### config.mk
export PLATFORM = sky130hd
export DESIGN_NAME = param_fifo
export DESIGN_NICKNAME = d
export VERILOG_FILES = /design/src/rtl/param_fifo.sv
export SDC_FILE = /design/constraint.sdc
export NUM_CORES = 1
export LEC_CHECK = 0
export CAP_MARGIN = 40
export CORE_UTILIZATION = 35
export DETAILED_ROUTE_END_ITERATION = 10
export PLACE_DENSITY = 0.55
export SYNTH_ARGS = -nofsm -noshare
export SYNTH_HDL_FRONTEND = slang
export SYNTH_SLANG_ARGS = --single-unit
### constraint.sdc
create_clock -name clk -period 3.7 [get_ports clk]
set_input_delay 1.11 -clock clk [delete_from_list [all_inputs] [get_ports clk]]
set_output_delay 1.11 -clock clk [all_outputs]
set_load 0.02 [all_outputs]
### src/rtl/param_fifo.sv
// Parametrised synchronous FIFO with occupancy count, almost-full/almost-empty thresholds
// and overflow/underflow pulses. Define FIFO_REG_OUT_EN for a registered read; otherwise show-ahead.
module param_fifo #(
  parameter int DATA_WIDTH = 8,
  parameter int ADDR_WIDTH = 4,
  parameter int AFULL_TH   = 2**ADDR_WIDTH - 2,
  parameter int AEMPTY_TH  = 2
) (
  input  logic                  clk,
  input  logic                  rst_n,
  input  logic                  push,
  input  logic [DATA_WIDTH-1:0] wdata,
  input  logic                  pop,
  output logic [DATA_WIDTH-1:0] rdata,
  output logic                  rvalid,
  output logic                  full,
  output logic                  empty,
  output logic                  almost_full,
  output logic                  almost_empty,
  output logic [ADDR_WIDTH:0]   count,
  output logic                  overflow,
  output logic                  underflow
);

  localparam int DEPTH = 2**ADDR_WIDTH;
  localparam logic [ADDR_WIDTH:0] DEPTH_C  = DEPTH[ADDR_WIDTH:0];
  localparam logic [ADDR_WIDTH:0] AFULL_C  = AFULL_TH[ADDR_WIDTH:0];
  localparam logic [ADDR_WIDTH:0] AEMPTY_C = AEMPTY_TH[ADDR_WIDTH:0];

  logic [DATA_WIDTH-1:0] mem [0:DEPTH-1];

  logic [ADDR_WIDTH-1:0] wr_ptr_q, wr_ptr_d;
  logic [ADDR_WIDTH-1:0] rd_ptr_q, rd_ptr_d;
  logic [ADDR_WIDTH:0]   count_q, count_d;
  logic                  overflow_q, overflow_d;
  logic                  underflow_q, underflow_d;
  logic                  push_ok, pop_ok;

  assign full         = (count_q == DEPTH_C);
  assign empty        = (count_q == '0);
  assign almost_full  = (count_q >= AFULL_C);
  assign almost_empty = (count_q <= AEMPTY_C);
  assign count        = count_q;
  assign overflow     = overflow_q;
  assign underflow    = underflow_q;

  // A push into a full FIFO is still accepted when a pop frees a slot in the same cycle.
  always_comb begin
    push_ok     = push && (!full || pop);
    pop_ok      = pop && !empty;
    wr_ptr_d    = wr_ptr_q;
    rd_ptr_d    = rd_ptr_q;
    count_d     = count_q;
    overflow_d  = push && !push_ok;
    underflow_d = pop && !pop_ok;
    if (push_ok) wr_ptr_d = wr_ptr_q + 1'b1;
    if (pop_ok)  rd_ptr_d = rd_ptr_q + 1'b1;
    case ({push_ok, pop_ok})
      2'b10:   count_d = count_q + 1'b1;
      2'b01:   count_d = count_q - 1'b1;
      default: count_d = count_q;
    endcase
  end

  always_ff @(posedge clk) begin
    if (!rst_n) begin
      wr_ptr_q    <= '0;
      rd_ptr_q    <= '0;
      count_q     <= '0;
      overflow_q  <= 1'b0;
      underflow_q <= 1'b0;
    end else begin
      wr_ptr_q    <= wr_ptr_d;
      rd_ptr_q    <= rd_ptr_d;
      count_q     <= count_d;
      overflow_q  <= overflow_d;
      underflow_q <= underflow_d;
    end
  end

  // Storage is never cleared; reset only blocks the write.
  always_ff @(posedge clk) begin
    if (rst_n && push_ok) mem[wr_ptr_q] <= wdata;
  end

`ifdef FIFO_REG_OUT_EN
  logic [DATA_WIDTH-1:0] rdata_q, rdata_d;
  logic                  rvalid_q, rvalid_d;

  always_comb begin
    rdata_d  = rdata_q;
    rvalid_d = pop_ok;
    if (pop_ok) rdata_d = mem[rd_ptr_q];
  end

  always_ff @(posedge clk) begin
    if (!rst_n) begin
      rdata_q  <= '0;
      rvalid_q <= 1'b0;
    end else begin
      rdata_q  <= rdata_d;
      rvalid_q <= rvalid_d;
    end
  end

  assign rdata  = rdata_q;
  assign rvalid = rvalid_q;
`else
  assign rdata  = empty ? '0 : mem[rd_ptr_q];
  assign rvalid = !empty;
`endif

endmodule

==> impl_metrics.env, run 1 <==
export IMPL_finalCritPeriodShare_pct=95.7
export IMPL_clock_fmax_ghz=0.282
export IMPL_slew_headroom_pct=57.8
export IMPL_number_of_register_bits_inferred_by_synthesis=147
export IMPL_grt_start_max_net_pins=33
export IMPL_yosysSeqAreaShare_pct=71.1
export IMPL_post_route_drc_count=0
export IMPL_grt_pass1_wl_um=18100
export IMPL_number_of_enable_flip_flop_cells_after_synthesis=128
export IMPL_avgRoutedWirePerCell_um=18.7
export IMPL_hold_sp="wr_ptr_q[1]"
export IMPL_finalSetupViolations=0
export IMPL_period_minus_slack_ns=3.54
export IMPL_placement_rows=47
export IMPL_drive_gt1_share_pct=23.5
export IMPL_final_cell_area_sq_mm=0.00721
export IMPL_worst_path_max_fanout=11
export IMPL_area_growth_synth_to_final_pct=21.4
export IMPL_timing_worst_slew_pin_value_ns=0.633
export IMPL_drtAntennaViolNets=0
export IMPL_antenna_cells_inserted=0
export IMPL_grt_busiest_layer="met2"
export IMPL_floorplan_die_area_sq_mm=0.0175
export IMPL_initial_utilization_pct=35.8
export IMPL_crit_path_end="rdata[7]"
export IMPL_placed_wire_length_estimate_after_detailed_placement_um=7380
export IMPL_globalRouteMet3Util_pct=4.00
export IMPL_reg2reg_from="count[1]"
export IMPL_tritoncts_num_buffers=17
export IMPL_cts_post_setup_buffers_inserted=0
export IMPL_clock_tree_root_cell="sky130_fd_sc_hd__clkbuf_16"
export IMPL_fp_dieH_um=132
export IMPL_first_global_vias=3268
export IMPL_power_density_normalized_to_cell_area_mw_per_mm2=664
export IMPL_hold_path_class="reg2reg"
export IMPL_worst_setup_path_type="reg2out"
export IMPL_hold_viol_final=0
export IMPL_num_nets_final=405
export IMPL_die_w_um=132
export IMPL_startpoint_type_of_the_worst_setup_path="register"
export IMPL_syn_mean_instance_area_sq_um=18.1
export IMPL_clk_path_buf_depth=2
export IMPL_timing_setup_tns_ns=0
export IMPL_cp_required_ns=2.59
export IMPL_clock_sink_count=147
export IMPL_synth_nets=350
export IMPL_dr_first_iter_drc_count=210
export IMPL_tritoncts="yes"
export IMPL_clock_latency_ns=0.42
export IMPL_cts_htree_levels=4
export IMPL_gp_routability_congestion=0.772
export IMPL_antenna_found_initial=0
export IMPL_primary_flip_flop_cell_chosen_by_synthesis_mapping="sky130_fd_sc_hd__edfxtp_1"
export IMPL_track_usage_pct=14.3
export IMPL_r2r_setup_slack_ns=0.88
export IMPL_buffer_ports_inserted=31
export IMPL_syn_inst=328
export IMPL_global_route_usage_met1_pct=17.9
export IMPL_worst_hold_slack_after_final_layout_ns=0.538
export IMPL_routed_via_count=3083
export IMPL_design_portCount=32
export IMPL_vdd_ir_drop_max_uv=405
export IMPL_endpoint_kind="output pin"
export IMPL_synth_cell_area_sq_mm=0.00594
export IMPL_timing_max_cap_violations=0
export IMPL_core_sq_mm=0.0166
export IMPL_p_leak_nw=2.37
export IMPL_ys_async_sr_fraction_pct=0
export IMPL_fin_worst_skew_ns=0.00489
export IMPL_global_route_overflow_total=0
export IMPL_regToRegEndpoint="count[3]"
export IMPL_drtPass1Iterations=4
export IMPL_run_status="complete, no violations"
export IMPL_cp_data_arrival_time_ns=2.43
export IMPL_rsz0062_at_grt="no"
export IMPL_cts_reportedPaths_clkPinSlew_ns=0.06
export IMPL_synthDistinctLibCells=39
export IMPL_final_max_slew_violation_count=0
export IMPL_yosys_warnings=0
export IMPL_placement_cell_area_sq_mm=0.00663
export IMPL_post_cts_hold_buffer_count=0
export IMPL_worstRegToRegCells=8
export IMPL_wl_um=11500
export IMPL_globalRouteMet2Util_pct=23.5
export IMPL_via_per_inst=5.00
-- cells in the mapped netlist (3+ instances only) --
master	number	share of area [%]
sky130_fd_sc_hd__inv_1	6	0.38
sky130_fd_sc_hd__o21ai_0	4	0.34
sky130_fd_sc_hd__nor3_1	5	0.42
sky130_fd_sc_hd__a21oi_1	3	0.25
sky130_fd_sc_hd__nand3_1	5	0.42
sky130_fd_sc_hd__nor2_1	15	0.95
sky130_fd_sc_hd__and2_1	6	0.63
sky130_fd_sc_hd__edfxtp_1	128	65
sky130_fd_sc_hd__a211oi_1	16	2.0
sky130_fd_sc_hd__buf_1	3	0.19
sky130_fd_sc_hd__nand2_1	12	0.76
sky130_fd_sc_hd__buf_2	6	0.51
sky130_fd_sc_hd__xnor2_1	5	0.74
sky130_fd_sc_hd__nor2b_1	10	1.1
sky130_fd_sc_hd__dfxtp_1	19	6.4
sky130_fd_sc_hd__mux2i_1	11	1.9
sky130_fd_sc_hd__clkbuf_1	8	0.51
sky130_fd_sc_hd__mux4_2	32	12
sky130_fd_sc_hd__ha_1	9	1.9
-- worst min path at each step --
stage / to / slack, ns / cells past startpoint
floorplan: wr_ptr_q[1] / 0.50 / 2
global placement: wr_ptr_q[1] / 0.51 / 2
detailed placement: wr_ptr_q[1] / 0.53 / 2
CTS: wr_ptr_q[1] / 0.54 / 2
global route: wr_ptr_q[1] / 0.61 / 2
finish: wr_ptr_q[1] / 0.54 / 2
-- layout by cell type, fill, tap and decap left out, types with 9 or more instances in the layout --
master	synthesis	layout
sky130_fd_sc_hd__clkdlybuf4s50_1	0	22
sky130_fd_sc_hd__nor2b_1	10	10
sky130_fd_sc_hd__mux4_2	32	32
sky130_fd_sc_hd__a211oi_1	16	16
sky130_fd_sc_hd__nand2_1	12	12
sky130_fd_sc_hd__mux2i_1	11	11
sky130_fd_sc_hd__nor2_1	15	15
sky130_fd_sc_hd__clkbuf_16	0	18
sky130_fd_sc_hd__ha_1	9	9
sky130_fd_sc_hd__buf_4	1	21
sky130_fd_sc_hd__edfxtp_1	128	128
sky130_fd_sc_hd__dfxtp_1	19	18
-- metrics by stage --
stage	cells	setup WS [ns]	util [%]	power, mW
after floorplan	328	0.748	-	2.79
final	616	0.159	43.5	4.79
after CTS	615	0.0747	43.3	4.84
after detailed placement	583	0.214	40.0	3.29
after global routing	616	0.0123	43.5	4.99
after global placement	582	0.293	40.0	3.28
-- area by class of cell --
| class | instances | area [sq um] |
|---|---|---|
| multi-input cells | 155 | 1600 |
| well taps | 220 | 275 |
| clock inverters | 15 | 125 |
| inverters | 6 | 22.5 |
| fillers | 1495 | 9380 |
| clock buffers | 17 | 425 |
| flip-flops and latches | 147 | 4230 |
| repair buffers | 56 | 537 |
-- report_power, final --
part / total [mW] / switching [mW] / internal, mW / leakage (nW)
sequential: 1.94 / 0.0731 / 1.86 / 1.31
clock: 1.59 / 0.712 / 0.875 / 0.271
combinational: 1.27 / 0.682 / 0.584 / 0.790
total: 4.79 / 1.47 / 3.32 / 2.37
-- kinds of logic after synthesis --
logic type	after synthesis	synth area share, %
xor gates and xnor gates	5	0.738
adders and majority gates	10	2.23
buffers and inverters	26	1.98
muxes	43	14.0
DFF	147	71.1
and+or+nand+nor	63	5.54
AOI/OAI and AO/OA	34	4.36
-- sequential cells by signal, indices dropped and copies added, names as in the netlist, named ones only --
register	flops
count	5
wr_ptr_q	4
overflow	1
underflow	1
rd_ptr_q	4
mem	128
-- routing by layer --
metal  vias to the layer above  share of wire, %
met3                        15               3.4
met2                        56                50
met1                      1598                45
met4                         0               1.4
li1                       1414                 -
met5                         -                 0
-- critical path: stages, from the launching register on --
cell	delay, ns
sky130_fd_sc_hd__dfxtp_4	0.46
sky130_fd_sc_hd__buf_12	0.19
sky130_fd_sc_hd__mux4_2	0.50
sky130_fd_sc_hd__a211oi_1	0.32
sky130_fd_sc_hd__a211oi_1	0.14
sky130_fd_sc_hd__dlygate4sd2_1	0.39
-- repair_timing --
action | in CTS | in global routing
setup endpoints to repair | 8 | 2
gates resized for setup | 10 | 1
gates cloned | 0 | 1
No activity file was read; power rests on OpenSTA's default activity.
==> inputs of run 2 (changes only) <==
--- a/config.mk
+++ b/config.mk
@@ -9,6 +9,7 @@
 export CORE_UTILIZATION = 35
 export DETAILED_ROUTE_END_ITERATION = 10
 export PLACE_DENSITY = 0.55
+export RECOVER_POWER = 100
 export SYNTH_ARGS = -nofsm -noshare
 export SYNTH_HDL_FRONTEND = slang
 export SYNTH_SLANG_ARGS = --single-unit
==> run 2 against run 1 <==
  * Register-to-register slack lost 0.38 ns
  * Design area decreased by 1.1%
  * Sequential share of layout area grew 0.66 points
  * Routed wire length down 0.17%
  * Cell count unchanged
==> impl_metrics.env, run 2 (synthesis results as in run 1) <==
export IMPL_cp_data_arrival_time_ns=2.43
export IMPL_worst_path_max_fanout=11
export IMPL_avgRoutedWirePerCell_um=18.6
export IMPL_drive_gt1_share_pct=18.7
export IMPL_most_used_cell_cp="sky130_fd_sc_hd__a211oi_1"
export IMPL_cp_required_ns=2.59
export IMPL_run_status="complete, no violations"
export IMPL_crit_path_top_delay_cell="sky130_fd_sc_hd__mux4_2"
export IMPL_startpoint_type_of_the_worst_setup_path="register"
export IMPL_timing_setup_tns_ns=0
export IMPL_fin_worst_skew_ns=0.00580
export IMPL_clock_fmax_ghz=0.282
export IMPL_hold_viol_final=0
export IMPL_placement_rows=47
export IMPL_rsz0062_at_grt="no"
export IMPL_routed_via_count=3098
export IMPL_final_max_slew_violation_count=0
export IMPL_core_sq_mm=0.0166
export IMPL_tritoncts_num_buffers=17
export IMPL_gp_routability_congestion=0.772
export IMPL_area_growth_synth_to_final_pct=20.1
export IMPL_tritoncts="yes"
export IMPL_worst_path_buf_inv=3
export IMPL_slew_headroom_pct=51.2
export IMPL_r2r_setup_slack_ns=0.50
export IMPL_antenna_cells_inserted=0
export IMPL_design_portCount=32
export IMPL_worst_setup_path_type="reg2out"
export IMPL_hold_path_class="reg2reg"
export IMPL_via_per_inst=5.03
export IMPL_timing_max_cap_violations=0
export IMPL_first_global_vias=3268
export IMPL_vdd_ir_drop_max_uv=366
export IMPL_postLayoutSetupSlackWorst_ns=0.156
export IMPL_post_cts_hold_buffer_count=0
export IMPL_drtPass1Iterations=4
export IMPL_power_density_normalized_to_cell_area_mw_per_mm2=664
export IMPL_track_usage_pct=14.3
export IMPL_grt_pass1_wl_um=18100
export IMPL_fp_dieH_um=132
export IMPL_mostFrequentLayoutCells="sky130_fd_sc_hd__edfxtp_1, sky130_fd_sc_hd__mux4_2, sky130_fd_sc_hd__dlygate4sd3_1"
export IMPL_wl_um=11500
export IMPL_timing_worst_slew_pin_value_ns=0.724
export IMPL_cts_htree_levels=4
export IMPL_cpPeakStageDelay_ns=0.49
export IMPL_p_leak_nw=2.31
export IMPL_grt_start_max_net_pins=33
export IMPL_cts_reportedPaths_clkPinSlew_ns=0.06
export IMPL_finalCritPeriodShare_pct=95.8
export IMPL_clock_sink_count=147
export IMPL_period_minus_slack_ns=3.54
export IMPL_placed_wire_length_estimate_after_detailed_placement_um=7380
export IMPL_clock_tree_root_cell="sky130_fd_sc_hd__clkbuf_16"
export IMPL_die_w_um=132
export IMPL_top_register="mem"
export IMPL_dp_worst_setup_slack_ns=0.214
export IMPL_finalSetupViolations=0
export IMPL_crit_path_cell_trace="buf_12 -> clkbuf_4 -> mux4_2 -> a211oi_1 -> a211oi_1 -> dlygate4sd2_1"
export IMPL_dr_first_iter_drc_count=229
export IMPL_num_nets_final=405
export IMPL_initial_utilization_pct=35.8
export IMPL_buffer_ports_inserted=31
export IMPL_clk_path_buf_depth=2
export IMPL_antenna_found_initial=1
export IMPL_drtAntennaViolNets=0
export IMPL_mostFrequentLayoutCell="sky130_fd_sc_hd__edfxtp_1"
export IMPL_endpoint_kind="output pin"
export IMPL_post_route_drc_count=0
export IMPL_floorplan_die_area_sq_mm=0.0175
export IMPL_cts_post_setup_buffers_inserted=0
export IMPL_critical_path_top_delay_family="buffers and inverters"
export IMPL_largest_register_ffs=128
export IMPL_global_route_overflow_total=0
export IMPL_clock_latency_ns=0.42
==> run 2: layer usage <==
layer  vias to the layer above  share of wire [%]  track usage (%)
met5                         -              0.087                0
met4                         2                1.4             5.94
met3                        17                4.0             4.00
met2                        58                 50             23.5
met1                      1613                 45             17.9
li1                       1408                  -                -
==> run 2: worst min-delay path: stages, from the launching register on <==
cell	delay [ns]
sky130_fd_sc_hd__dfxtp_1	0.35
sky130_fd_sc_hd__nand3_1	0.07
sky130_fd_sc_hd__o21ai_0	0.07
==> run 2: stage by stage <==
step | hold slack (ns) | power, mW | area (sq um) | cells | utilization [%]
floorplan | 0.495 | 2.79 | 5940 | 328 | -
global placement | 0.512 | 3.28 | 6630 | 582 | 40.0
finish | 0.533 | 4.73 | 7130 | 616 | 43.0
detailed placement | 0.530 | 3.29 | 6630 | 583 | 40.0
global route | 0.612 | 4.95 | 7130 | 616 | 43.0
CTS | 0.539 | 4.84 | 7180 | 615 | 43.3
==> run 2: layout make-up <==
class,count,area [sq um]
fill,1517,9460
clock buffer,17,425
clock inverter,15,125
timing repair buffer,56,460
multi-input combinational,155,1590
tap,220,275
sequential,147,4230
inverter,6,22.5
==> run 2: repair_timing <==
item	in CTS	in global routing
cloned	0	1
gates resized for setup	10	1
setup endpoints to repair	8	2
hold endpoints to repair	0	0
==> run 2: report_power, final <==
group          internal, mW  switching [mW]
registers              1.86          0.0716
clock network         0.875           0.711
logic                 0.542           0.669
==> run 2: path summary, 6_finish.rpt <==
kind / start / end / depth (start not counted)
setup / recovery: register / rdata[6] / 6
hold / removal: wr_ptr_q[1] / wr_ptr_q[1] / 2
setup reg to reg: count[1] / count[3] / 9
hold reg to reg: wr_ptr_q[1] / wr_ptr_q[1] / 2
